### src/rtl/halloween_pkg.sv
// Shared opcode encodings, class codes, FSM state type and fx bit positions for the
// effect sequencer.
package halloween_pkg;

    localparam logic [3:0] OpOn        = 4'h0;
    localparam logic [3:0] OpReset     = 4'h1;
    localparam logic [3:0] OpGreen     = 4'h4;
    localparam logic [3:0] OpPurple    = 4'h5;
    localparam logic [3:0] OpOrange    = 4'h6;
    localparam logic [3:0] OpScream    = 4'h8;
    localparam logic [3:0] OpCackle    = 4'h9;
    localparam logic [3:0] OpBoo       = 4'hA;
    localparam logic [3:0] OpWaveHands = 4'hC;
    localparam logic [3:0] OpMoveJaw   = 4'hD;
    localparam logic [3:0] OpFog       = 4'hE;

    localparam logic [1:0] ClsSys   = 2'b00;
    localparam logic [1:0] ClsColor = 2'b01;
    localparam logic [1:0] ClsSound = 2'b10;
    localparam logic [1:0] ClsFx    = 2'b11;

    localparam int unsigned FxWaveHands = 0;
    localparam int unsigned FxMoveJaw   = 1;
    localparam int unsigned FxFog       = 2;

    typedef enum logic [2:0] {
        StIdle,
        StFetch,
        StSoundWait,
        StDwell,
        StAdvance,
        StDone
    } state_e;

    function automatic int unsigned max_u(int unsigned a, int unsigned b);
        return (a > b) ? a : b;
    endfunction

    // Item 11 is unused in every class; SYS only defines ON and RESET.
    function automatic logic op_illegal(logic [3:0] op);
        return (op[1:0] == 2'b11) || ((op[3:2] == ClsSys) && op[1]);
    endfunction

    function automatic logic [2:0] fx_onehot(logic [1:0] sel);
        return 3'(3'b001 << sel);
    endfunction

endpackage

### src/rtl/dwell_timer.sv
// Loadable down-counter that parks at zero; expire_o is high while the count is zero.
// Shared between the colour/effect dwell and the sound acknowledge timeout.
module dwell_timer #(
    parameter int unsigned Width = 6
) (
    input  logic             clk,
    input  logic             rst,
    input  logic             load_i,
    input  logic [Width-1:0] load_val_i,
    output logic             expire_o
);

    logic [Width-1:0] cnt_q, cnt_d;

    always_comb begin
        cnt_d = cnt_q;
        if (load_i) begin
            cnt_d = load_val_i;
        end else if (cnt_q != '0) begin
            cnt_d = cnt_q - Width'(1);
        end
    end

    always_ff @(posedge clk or posedge rst) begin
        if (rst) begin
            cnt_q <= '0;
        end else begin
            cnt_q <= cnt_d;
        end
    end

    assign expire_o = (cnt_q == '0);

endmodule

### src/rtl/effect_sequencer.sv
// Steps a latched 4-slot decoration program, driving colour, fx and sound requests.
// Define SEQ_LOOP_EN to make the program repeat from slot 3 back to slot 0.
module effect_sequencer
    import halloween_pkg::*;
#(
    parameter int unsigned DWELL       = 16,
    parameter int unsigned ACK_TIMEOUT = 32
) (
    input  logic        clk,
    input  logic        rst,
    input  logic        start_i,
    input  logic [15:0] prog_i,
    input  logic        snd_ack_i,
    output logic        snd_req_o,
    output logic [1:0]  snd_id_o,
    output logic [1:0]  color_o,
    output logic        color_on_o,
    output logic [2:0]  fx_o,
    output logic [1:0]  slot_o,
    output logic        busy_o,
    output logic        done_o,
    output logic        err_o
);

    localparam int unsigned CntW = $clog2(max_u(DWELL, ACK_TIMEOUT) + 1);
    // Loads are N-1 because the timer is also at zero during its final held cycle.
    localparam logic [CntW-1:0] DwellLoad = CntW'(DWELL - 1);
    localparam logic [CntW-1:0] AckLoad   = CntW'(ACK_TIMEOUT - 1);

    state_e state_q, state_d;

    logic [15:0] prog_q, prog_d;
    logic [1:0]  slot_q, slot_d;
    logic [1:0]  color_q, color_d;
    logic        color_on_q, color_on_d;
    logic [2:0]  fx_q, fx_d;
    logic        snd_req_q, snd_req_d;
    logic [1:0]  snd_id_q, snd_id_d;
    logic        err_q, err_d;

    logic            tmr_load;
    logic [CntW-1:0] tmr_load_val;
    logic            tmr_expire;

    logic [3:0] op;
    logic       op_bad;

    assign op     = prog_q[{slot_q, 2'b00} +: 4];
    assign op_bad = op_illegal(op);

    dwell_timer #(
        .Width (CntW)
    ) u_timer (
        .clk        (clk),
        .rst        (rst),
        .load_i     (tmr_load),
        .load_val_i (tmr_load_val),
        .expire_o   (tmr_expire)
    );

    always_ff @(posedge clk or posedge rst) begin
        if (rst) begin
            state_q <= StIdle;
        end else begin
            state_q <= state_d;
        end
    end

    always_comb begin
        state_d = state_q;
        unique case (state_q)
            StIdle: begin
                if (start_i) state_d = StFetch;
            end
            StFetch: begin
                if (op_bad) begin
                    state_d = StAdvance;
                end else begin
                    unique case (op[3:2])
                        ClsSys:   state_d = op[0] ? StDone : StAdvance;
                        ClsSound: state_d = StSoundWait;
                        default:  state_d = StDwell;
                    endcase
                end
            end
            StSoundWait: begin
                if (snd_ack_i) begin
                    state_d = StDwell;
                end else if (tmr_expire) begin
                    state_d = StAdvance;
                end
            end
            StDwell: begin
                if (tmr_expire) state_d = StAdvance;
            end
            StAdvance: begin
`ifdef SEQ_LOOP_EN
                state_d = StFetch;
`else
                state_d = (slot_q == 2'd3) ? StDone : StFetch;
`endif
            end
            StDone:  state_d = StIdle;
            default: state_d = StIdle;
        endcase
    end

    always_comb begin
        prog_d       = prog_q;
        slot_d       = slot_q;
        color_d      = color_q;
        color_on_d   = color_on_q;
        fx_d         = fx_q;
        snd_req_d    = snd_req_q;
        snd_id_d     = snd_id_q;
        err_d        = err_q;
        tmr_load     = 1'b0;
        tmr_load_val = DwellLoad;
        busy_o       = (state_q != StIdle);
        done_o       = (state_q == StDone);
        unique case (state_q)
            StIdle: begin
                if (start_i) begin
                    prog_d = prog_i;
                    slot_d = 2'd0;
                    err_d  = 1'b0;
                end
            end
            StFetch: begin
                if (op_bad) begin
                    err_d = 1'b1;
                end else begin
                    unique case (op[3:2])
                        ClsSys: begin
                            if (op[0]) begin
                                color_d    = 2'd0;
                                color_on_d = 1'b0;
                                fx_d       = 3'd0;
                            end
                        end
                        ClsColor: begin
                            color_d    = op[1:0];
                            color_on_d = 1'b1;
                            tmr_load   = 1'b1;
                        end
                        ClsSound: begin
                            snd_req_d    = 1'b1;
                            snd_id_d     = op[1:0];
                            tmr_load     = 1'b1;
                            tmr_load_val = AckLoad;
                        end
                        default: begin
                            fx_d     = fx_onehot(op[1:0]);
                            tmr_load = 1'b1;
                        end
                    endcase
                end
            end
            StSoundWait: begin
                // Ack wins over a simultaneous timeout expiry.
                if (snd_ack_i) begin
                    snd_req_d = 1'b0;
                    tmr_load  = 1'b1;
                end else if (tmr_expire) begin
                    snd_req_d = 1'b0;
                    err_d     = 1'b1;
                end
            end
            StDwell: begin
                if (tmr_expire) fx_d = 3'd0;
            end
            StAdvance: begin
`ifdef SEQ_LOOP_EN
                slot_d = slot_q + 2'd1;
`else
                if (slot_q != 2'd3) slot_d = slot_q + 2'd1;
`endif
            end
            StDone:  fx_d = 3'd0;
            default: ;
        endcase
    end

    always_ff @(posedge clk or posedge rst) begin
        if (rst) begin
            prog_q     <= '0;
            slot_q     <= '0;
            color_q    <= '0;
            color_on_q <= 1'b0;
            fx_q       <= '0;
            snd_req_q  <= 1'b0;
            snd_id_q   <= '0;
            err_q      <= 1'b0;
        end else begin
            prog_q     <= prog_d;
            slot_q     <= slot_d;
            color_q    <= color_d;
            color_on_q <= color_on_d;
            fx_q       <= fx_d;
            snd_req_q  <= snd_req_d;
            snd_id_q   <= snd_id_d;
            err_q      <= err_d;
        end
    end

    assign snd_req_o  = snd_req_q;
    assign snd_id_o   = snd_id_q;
    assign color_o    = color_q;
    assign color_on_o = color_on_q;
    assign fx_o       = fx_q;
    assign slot_o     = slot_q;
    assign err_o      = err_q;

endmodule

### config.mk
export PLATFORM = sky130hd
export DESIGN_NAME = effect_sequencer
export DESIGN_NICKNAME = d
export VERILOG_FILES = /design/src/rtl/halloween_pkg.sv /design/src/rtl/dwell_timer.sv /design/src/rtl/effect_sequencer.sv
export SDC_FILE = /design/constraint.sdc
export NUM_CORES = 1
export LEC_CHECK = 0
export ABC_CLOCK_PERIOD_IN_PS = 2900
export BUFFER_PORTS_ARGS = -buffer_cell sky130_fd_sc_hd__buf_2
export CAP_MARGIN = 20
export CELL_PAD_IN_SITES_DETAIL_PLACEMENT = 0
export CELL_PAD_IN_SITES_GLOBAL_PLACEMENT = 2
export CORE_AREA = 2 2 79 81
export CTS_BUF_LIST = sky130_fd_sc_hd__clkbuf_4 sky130_fd_sc_hd__clkbuf_8 sky130_fd_sc_hd__clkbuf_16
export DETAILED_ROUTE_END_ITERATION = 10
export DIE_AREA = 0 0 81 83
export HOLD_SLACK_MARGIN = 0.15
export PLACE_DENSITY = 0.86
export SYNTH_ARGS = -nofsm -noshare
export SYNTH_HDL_FRONTEND = slang
export SYNTH_HIERARCHICAL = 1
export SYNTH_SLANG_ARGS = --single-unit
### constraint.sdc
create_clock -name clk -period 2.9 [get_ports clk]
set_input_delay 0.29 -clock clk [delete_from_list [all_inputs] [get_ports clk]]
set_output_delay 0.29 -clock clk [all_outputs]
set_load 0.01 [all_outputs]
==> flow_metrics.env, run 1 <==
export IMPL_outcome="finished clean"
export IMPL_fin_crit_sh_pct=87.3
export IMPL_worstReg2RegEnd="u_timer/cnt_q[4]"
export IMPL_crit_start="slot_o[0]"
export IMPL_place_congestion=0.789
export IMPL_routed_wl_um=4140
export IMPL_postCtsSetupRepairBufs=0
export IMPL_r2r_start="slot_o[0]"
export IMPL_wl_per_cell_um=13.9
export IMPL_cp_arrival_ps=2760
export IMPL_dpl_cell_area_mm2=0.00231
export IMPL_hpwl_um=3160
export IMPL_grt_pass1_wl_um=7140
export IMPL_yosysWarningCount=6
export IMPL_crit_fanout=10
export IMPL_antenna_cells=0
export IMPL_worst_path_buf_inv=2
export IMPL_irDropWorstVdd_uv=498
export IMPL_avgSynthCellArea_um2=11.2
export IMPL_io_buffers=33
export IMPL_synthAdderAreaFrac_pct=4.26
export IMPL_ctsHtreeMaxLevel=2
export IMPL_num_fill_cells=589
export IMPL_grt_util_all_layers_pct=13.5
export IMPL_rsz0062_at_grt="false"
export IMPL_synth_simple_area_share_pct=15.1
export IMPL_finalHoldViolCount=0
export IMPL_rows=28
export IMPL_synth_compound_area_share_pct=13.6
export IMPL_drtAntennaViolNets=0
export IMPL_crit_family="multiplexers"
export IMPL_synth_top_family_by_area="multiplexers"
export IMPL_clk_pin_slew_ps=80
export IMPL_hold_path_depth=2
export IMPL_clockBufferDepth=2
export IMPL_cts_sinks=37
export IMPL_crit_type="flop to flop"
export IMPL_p_per_area_mw_per_mm2=1230
export IMPL_syn_area_mm2=0.00206
export IMPL_synth_async_reset_ratio_pct=100
export IMPL_antenna_found_initial=0
export IMPL_cellLeakagePower_uw=0.00110
export IMPL_drtIter0Drc=33
export IMPL_grt_max_degree=32
export IMPL_cp_required_ps=3130
export IMPL_max_stage_delay_ps=550
export IMPL_ys_seq_area_share_pct=45.0
export IMPL_setup_viol=0
export IMPL_synth_distinct_cells=50
export IMPL_min_to="prog_q[3]"
export IMPL_ys_ff_latch=37
export IMPL_finClkSkew_ps=2.59
export IMPL_synth_edf_count=0
export IMPL_final_cell_mix="dfrtp_1 (36), buf_2 (33), mux2_1 (17)"
export IMPL_synth_top_flop_cell="dfrtp_1"
export IMPL_gr_total_overflow=0
export IMPL_num_vias=1504
export IMPL_holdCritPathClass="input port to flop"
export IMPL_instances_no_fill=299
export IMPL_r2r_setup_slack_ps=370
export IMPL_numCtsBuffers=5
export IMPL_relSlewSlack_pct=51.0
export IMPL_cts_tree="yes"
export IMPL_dp_slack_ps=245
export IMPL_io_pin_count=34
export IMPL_yosys_mux_area_fraction_pct=16.4
export IMPL_start_util_pct=35.3
export IMPL_drc=0
export IMPL_fin_crit_ps=2530
export IMPL_slew_viol_final=0
export IMPL_dr_pass1_iters=4
export IMPL_vias_per_cell=5.03
export IMPL_cp_start_kind="flop"
export IMPL_synth_xor_area_share_pct=0.852
export IMPL_final_cell_area_mm2=0.00244
export IMPL_final_common_cell="dfrtp_1"
export IMPL_drive_gt1_share_pct=28.1
export IMPL_min_from="prog_i[3]"
export IMPL_root_buffer="clkbuf_8"
export IMPL_worstSetupEndpointType="flop"
export IMPL_max_freq_mhz=395
export IMPL_fin_ws_ps=369
export IMPL_worst_pin_slew_ps=735
export IMPL_die_h_um=83
export IMPL_die_w_um=81
export IMPL_cp_cell_sequence="mux4_2, inv_1, ha_1, o21a_1, nand2b_4, o22ai_1, buf_4, nor4_1, a221o_1"
export IMPL_critPathSlowestCell="mux4_2"
export IMPL_drv_cap=0
export IMPL_core_area_mm2=0.00582
export IMPL_syn_inst=183
export IMPL_r2r_cells=9
export IMPL_dp_cells=290
export IMPL_final_nets=250
export IMPL_grt_pass1_vias=1488
export IMPL_syn_to_final_growth_pct=18.6
export IMPL_fp_dieArea_mm2=0.00672
export IMPL_fin_tns_setup_ps=0
export IMPL_insertion_delay_ps=280
==> area by class of cell <==
type                       count  area [µm²]  share of cell area, %
clock inverter                 2        37.5                   1.54
multi-input combinational    130        1050                   43.1
sequential                    37         927                   38.0
inverter                      11        41.3                   1.69
timing repair buffer          38         205                   8.42
tap                           75        93.8                   3.85
clock buffer                   6        82.6                   3.39
==> report_power, final <==
part | switching (µW) | total, µW | internal (µW)
clock network | 193 | 473 | 280
logic | 793 | 1530 | 738
registers | 223 | 982 | 758
total | 1210 | 2990 | 1780
==> cell families (layout without fill, tap and decap cells) <==
logic type                 Yosys count  count (layout)
adders and majority gates            7               7
and+or+nand+nor                     52              52
AOI/OAI and AO/OA                   39              39
other                                2               5
DFF                                 37              37
muxes                               25              25
xor gates and xnor gates             2               2
buffers and inverters               19              57
==> worst max path at each step <==
| stage | end | slack, ps | cells past startpoint |
|---|---|---|---|
| finish | u_timer/cnt_q[4] | 370 | 9 |
| global route | u_timer/cnt_q[4] | 80 | 9 |
| CTS | u_timer/cnt_q[4] | 210 | 9 |
| detailed placement | u_timer/cnt_q[4] | 240 | 9 |
| global placement | u_timer/cnt_q[4] | 330 | 8 |
| floorplan | u_timer/cnt_q[1] | 420 | 10 |
==> metrics by stage <==
step                      utilization [%]  hold slack [ps]  total power [µW]
after global placement               39.7              220              2530
after detailed placement             39.7              217              2530
after floorplan                         -             81.0              2170
after global routing                 41.9              211              3230
final                                41.9              216              2990
after CTS                            41.9              205              3010
==> routing by layer <==
layer	global-route usage (%)	vias to the layer above	share of wire, %
met3	3.48	4	4.0
li1	-	733	-
met4	3.08	0	0.65
met1	18.7	735	49
met2	21.0	32	46
met5	0	-	0
==> state kept, by name, summed over array words and instances, names as in the netlist <==
name	flops
err_o	1
prog_q	16
u_timer/cnt_q	6
slot_o	2
fx_o	3
color_o	2
snd_id_o	2
state_q	3
snd_req_o	1
color_on_o	1
==> worst register-to-register path, stage by stage (launching register included) <==
cell      delay, ps
dfrtp_2         480
mux4_2          550
inv_1           120
ha_1            260
o21a_1          170
nand2b_4        180
o22ai_1         130
buf_4           190
nor4_1          260
a221o_1         140
==> cells in the mapped netlist (2+ instances only) <==
cell / n / share of area [%]
nor2b_1: 3 / 0.91
xnor2_1: 2 / 0.85
o21ai_1: 10 / 2.4
buf_2: 4 / 0.97
nand3b_1: 2 / 0.73
dfrtp_1: 37 / 45
nor2_1: 8 / 1.5
a21oi_1: 10 / 2.4
ha_1: 7 / 4.3
and2b_1: 2 / 0.73
mux4_2: 4 / 4.4
inv_1: 10 / 1.8
nand3_1: 4 / 0.97
mux2_4: 3 / 2.2
a31oi_1: 2 / 0.61
nand2b_1: 4 / 1.2
conb_1: 2 / 0.37
nor3_1: 6 / 1.5
o31ai_1: 3 / 1.1
buf_6: 2 / 1.1
clkbuf_1: 2 / 0.37
nor4_1: 3 / 0.91
nand2_1: 10 / 1.8
mux2_1: 17 / 9.3
==> timing repair <==
item | 4_1_cts | 5_1_grt
hold endpoints to repair | 37 | 0
setup endpoints to repair | 0 | 1
gates resized for setup | 0 | 1
hold buffers | 1 | 0
(Power assumes the default switching activity.)
==> inputs of run 2 (changes only) <==
Settings changed: CORE_AREA 2 2 79 81 to 2 2 77 79, CTS_BUF_LIST sky130_fd_sc_hd__clkbuf_4 sky130_fd_sc_hd__clkbuf_8 sky130_fd_sc_hd__clkbuf_16 to sky130_fd_sc_hd__clkbuf_2 sky130_fd_sc_hd__clkbuf_4 sky130_fd_sc_hd__clkbuf_8, DIE_AREA 0 0 81 83 to 0 0 79 81, MAX_ROUTING_LAYER from default to met4, PLACE_DENSITY 0.86 to 0.89.
==> run 2 against run 1 <==
  * Clock power down 21%
  * Clock skew up 2.0 ps
  * Critical path depth unchanged
  * Sequential cell count unchanged
  * Via count decreased by 3.0%
  * Maximum frequency decreased by 3.5%
  * Die area decreased by 4.8%
  * Global-route usage up 1.7 points
  * Wire length is 3.3% higher
  * Design area down 0.56%
==> flow_metrics.env, run 2 (synthesis gave the netlist of run 1 again) <==
export IMPL_top_register="prog_q"
export IMPL_power_uw=2910
export IMPL_crit_family="compound AO/OA/AOI/OAI gates"
export IMPL_setup_viol=0
export IMPL_clk_pin_slew_ps=80
export IMPL_die_w_um=79
export IMPL_max_stage_delay_ps=490
export IMPL_cts_tree="yes"
export IMPL_dr_pass1_iters=4
export IMPL_clockBufferDepth=2
export IMPL_start_util_pct=36.2
export IMPL_fin_crit_sh_pct=90.5
export IMPL_antenna_found_initial=0
export IMPL_num_vias=1459
export IMPL_postCtsSetupRepairBufs=0
export IMPL_wl_per_cell_um=14.2
export IMPL_combPwrFrac_pct=54.8
export IMPL_min_from="prog_i[0]"
export IMPL_cp_cell_sequence="mux4_2, inv_1, ha_1, o21a_1, nand2b_4, o22ai_1, buf_4, nor4_1, a221o_1"
export IMPL_fin_crit_ps=2620
export IMPL_syn_to_final_growth_pct=17.9
export IMPL_max_freq_mhz=381
export IMPL_core_area_mm2=0.00568
export IMPL_die_h_um=81
export IMPL_grt_util_all_layers_pct=15.2
export IMPL_root_buffer="clkbuf_8"
export IMPL_worst_pin_slew_ps=783
export IMPL_slew_viol_final=0
export IMPL_crit_fanout=9
export IMPL_fp_dieArea_mm2=0.00640
export IMPL_relSlewSlack_pct=47.8
export IMPL_p_seq_share_pct=32.4
export IMPL_worstReg2RegEnd="u_timer/cnt_q[4]"
export IMPL_worst_path_buf_inv=2
export IMPL_drv_cap=0
export IMPL_drive_gt1_share_pct=28.8
export IMPL_cts_sinks=37
export IMPL_internal_power_uw=1680
export IMPL_switching_share_pct=42.2
export IMPL_cp_start_kind="flop"
export IMPL_hpwl_um=3330
export IMPL_io_buffers=33
export IMPL_r2r_setup_slack_ps=280
export IMPL_hold_path_depth=2
export IMPL_grt_max_degree=18
export IMPL_min_to="prog_q[0]"
export IMPL_fin_tns_setup_ps=0
export IMPL_finClkSkew_ps=4.62
export IMPL_gr_total_overflow=0
export IMPL_routed_wl_um=4280
export IMPL_numCtsBuffers=5
export IMPL_grt_pass1_vias=1479
export IMPL_cp_arrival_ps=2800
export IMPL_reg_top3="prog_q (16), u_timer/cnt_q (6)"
export IMPL_antenna_cells=0
export IMPL_rows=28
export IMPL_rsz0062_at_grt="false"
export IMPL_insertion_delay_ps=290
export IMPL_drtIter0Drc=34
export IMPL_drtAntennaViolNets=0
export IMPL_grt_pass1_wl_um=7310
export IMPL_final_cell_mix="dfrtp_1 (36), buf_2 (33), mux2_1 (17)"
export IMPL_outcome="finished clean"
export IMPL_ctsHtreeMaxLevel=2
export IMPL_final_nets=252
export IMPL_cellLeakagePower_uw=0.00109
export IMPL_hold_ws_ps=206
export IMPL_cp_required_ps=3080
export IMPL_r2r_start="slot_o[0]"
export IMPL_finalHoldViolCount=0
export IMPL_irDropWorstVdd_uv=458
export IMPL_switchingPower_uw=1230
export IMPL_critPathSlowestCell="dfrtp_2"
export IMPL_worstSetupEndpointType="flop"
export IMPL_holdCritPathClass="input port to flop"
export IMPL_place_congestion=0.790
export IMPL_vias_per_cell=4.85
export IMPL_crit_type="flop to flop"
export IMPL_largest_reg_flops=16
export IMPL_final_common_cell="dfrtp_1"
export IMPL_io_pin_count=34
export IMPL_p_per_area_mw_per_mm2=1200
export IMPL_r2r_cells=9
export IMPL_drc=0
export IMPL_p_clk_share_pct=12.8
[run 2: layout make-up]
| class | instances | area [µm²] |
|---|---|---|
| clock buffers | 5 | 68.8 |
| clock inverters | 3 | 22.5 |
| fillers | 592 | 3250 |
| inverters | 11 | 41.3 |
| multi-input cells | 130 | 1050 |
| flip-flops and latches | 37 | 927 |
| well taps | 75 | 93.8 |
| repair buffers | 40 | 220 |
[run 2: per-stage QoR]
step | std cells | util [%] | setup WS [ps] | cell area, µm²
after global placement | 292 | 40.9 | 294 | 2320
final | 301 | 42.7 | 276 | 2420
after detailed placement | 292 | 40.9 | 201 | 2320
after floorplan | 186 | - | 425 | 2070
after CTS | 301 | 42.7 | 168 | 2420
after global routing | 301 | 42.7 | 86.1 | 2420
[run 2: timing repair]
item	4_1_cts	5_1_grt
hold buffers	1	0
endpoints found under the setup margin	0	1
endpoints found under the hold margin	22	0
gates resized for setup	0	1
[run 2: worst max path at each step]
stage               cells past startpoint               end  slack [ps]      start
floorplan                              10  u_timer/cnt_q[1]         420  slot_o[0]
global placement                        9  u_timer/cnt_q[4]         290  slot_o[0]
detailed placement                      8  u_timer/cnt_q[4]         200  slot_o[0]
CTS                                     9  u_timer/cnt_q[4]         170  slot_o[0]
global route                            9  u_timer/cnt_q[4]          90  slot_o[0]
finish                                  9  u_timer/cnt_q[4]         280  slot_o[0]
[run 2: routing by layer]
| metal | GRT usage (%) | vias up | part of all wire [%] |
|---|---|---|---|
| li1 | - | 734 | - |
| met1 | 20.8 | 683 | 49 |
| met2 | 23.0 | 37 | 46 |
| met3 | 3.33 | 5 | 4.3 |
| met4 | 4.14 | 0 | 0.79 |
| met5 | - | - | 0 |
[run 2: power groups by stage]
stage | clock network (µW) | logic [µW] | registers, µW
2_1_floorplan | 0 | 1260 | 909
3_3_place_gp | 0 | 1590 | 953
3_5_place_dp | 0 | 1610 | 959
4_1_cts | 383 | 1620 | 948
5_1_grt | 406 | 1780 | 982
6_report | 372 | 1600 | 944
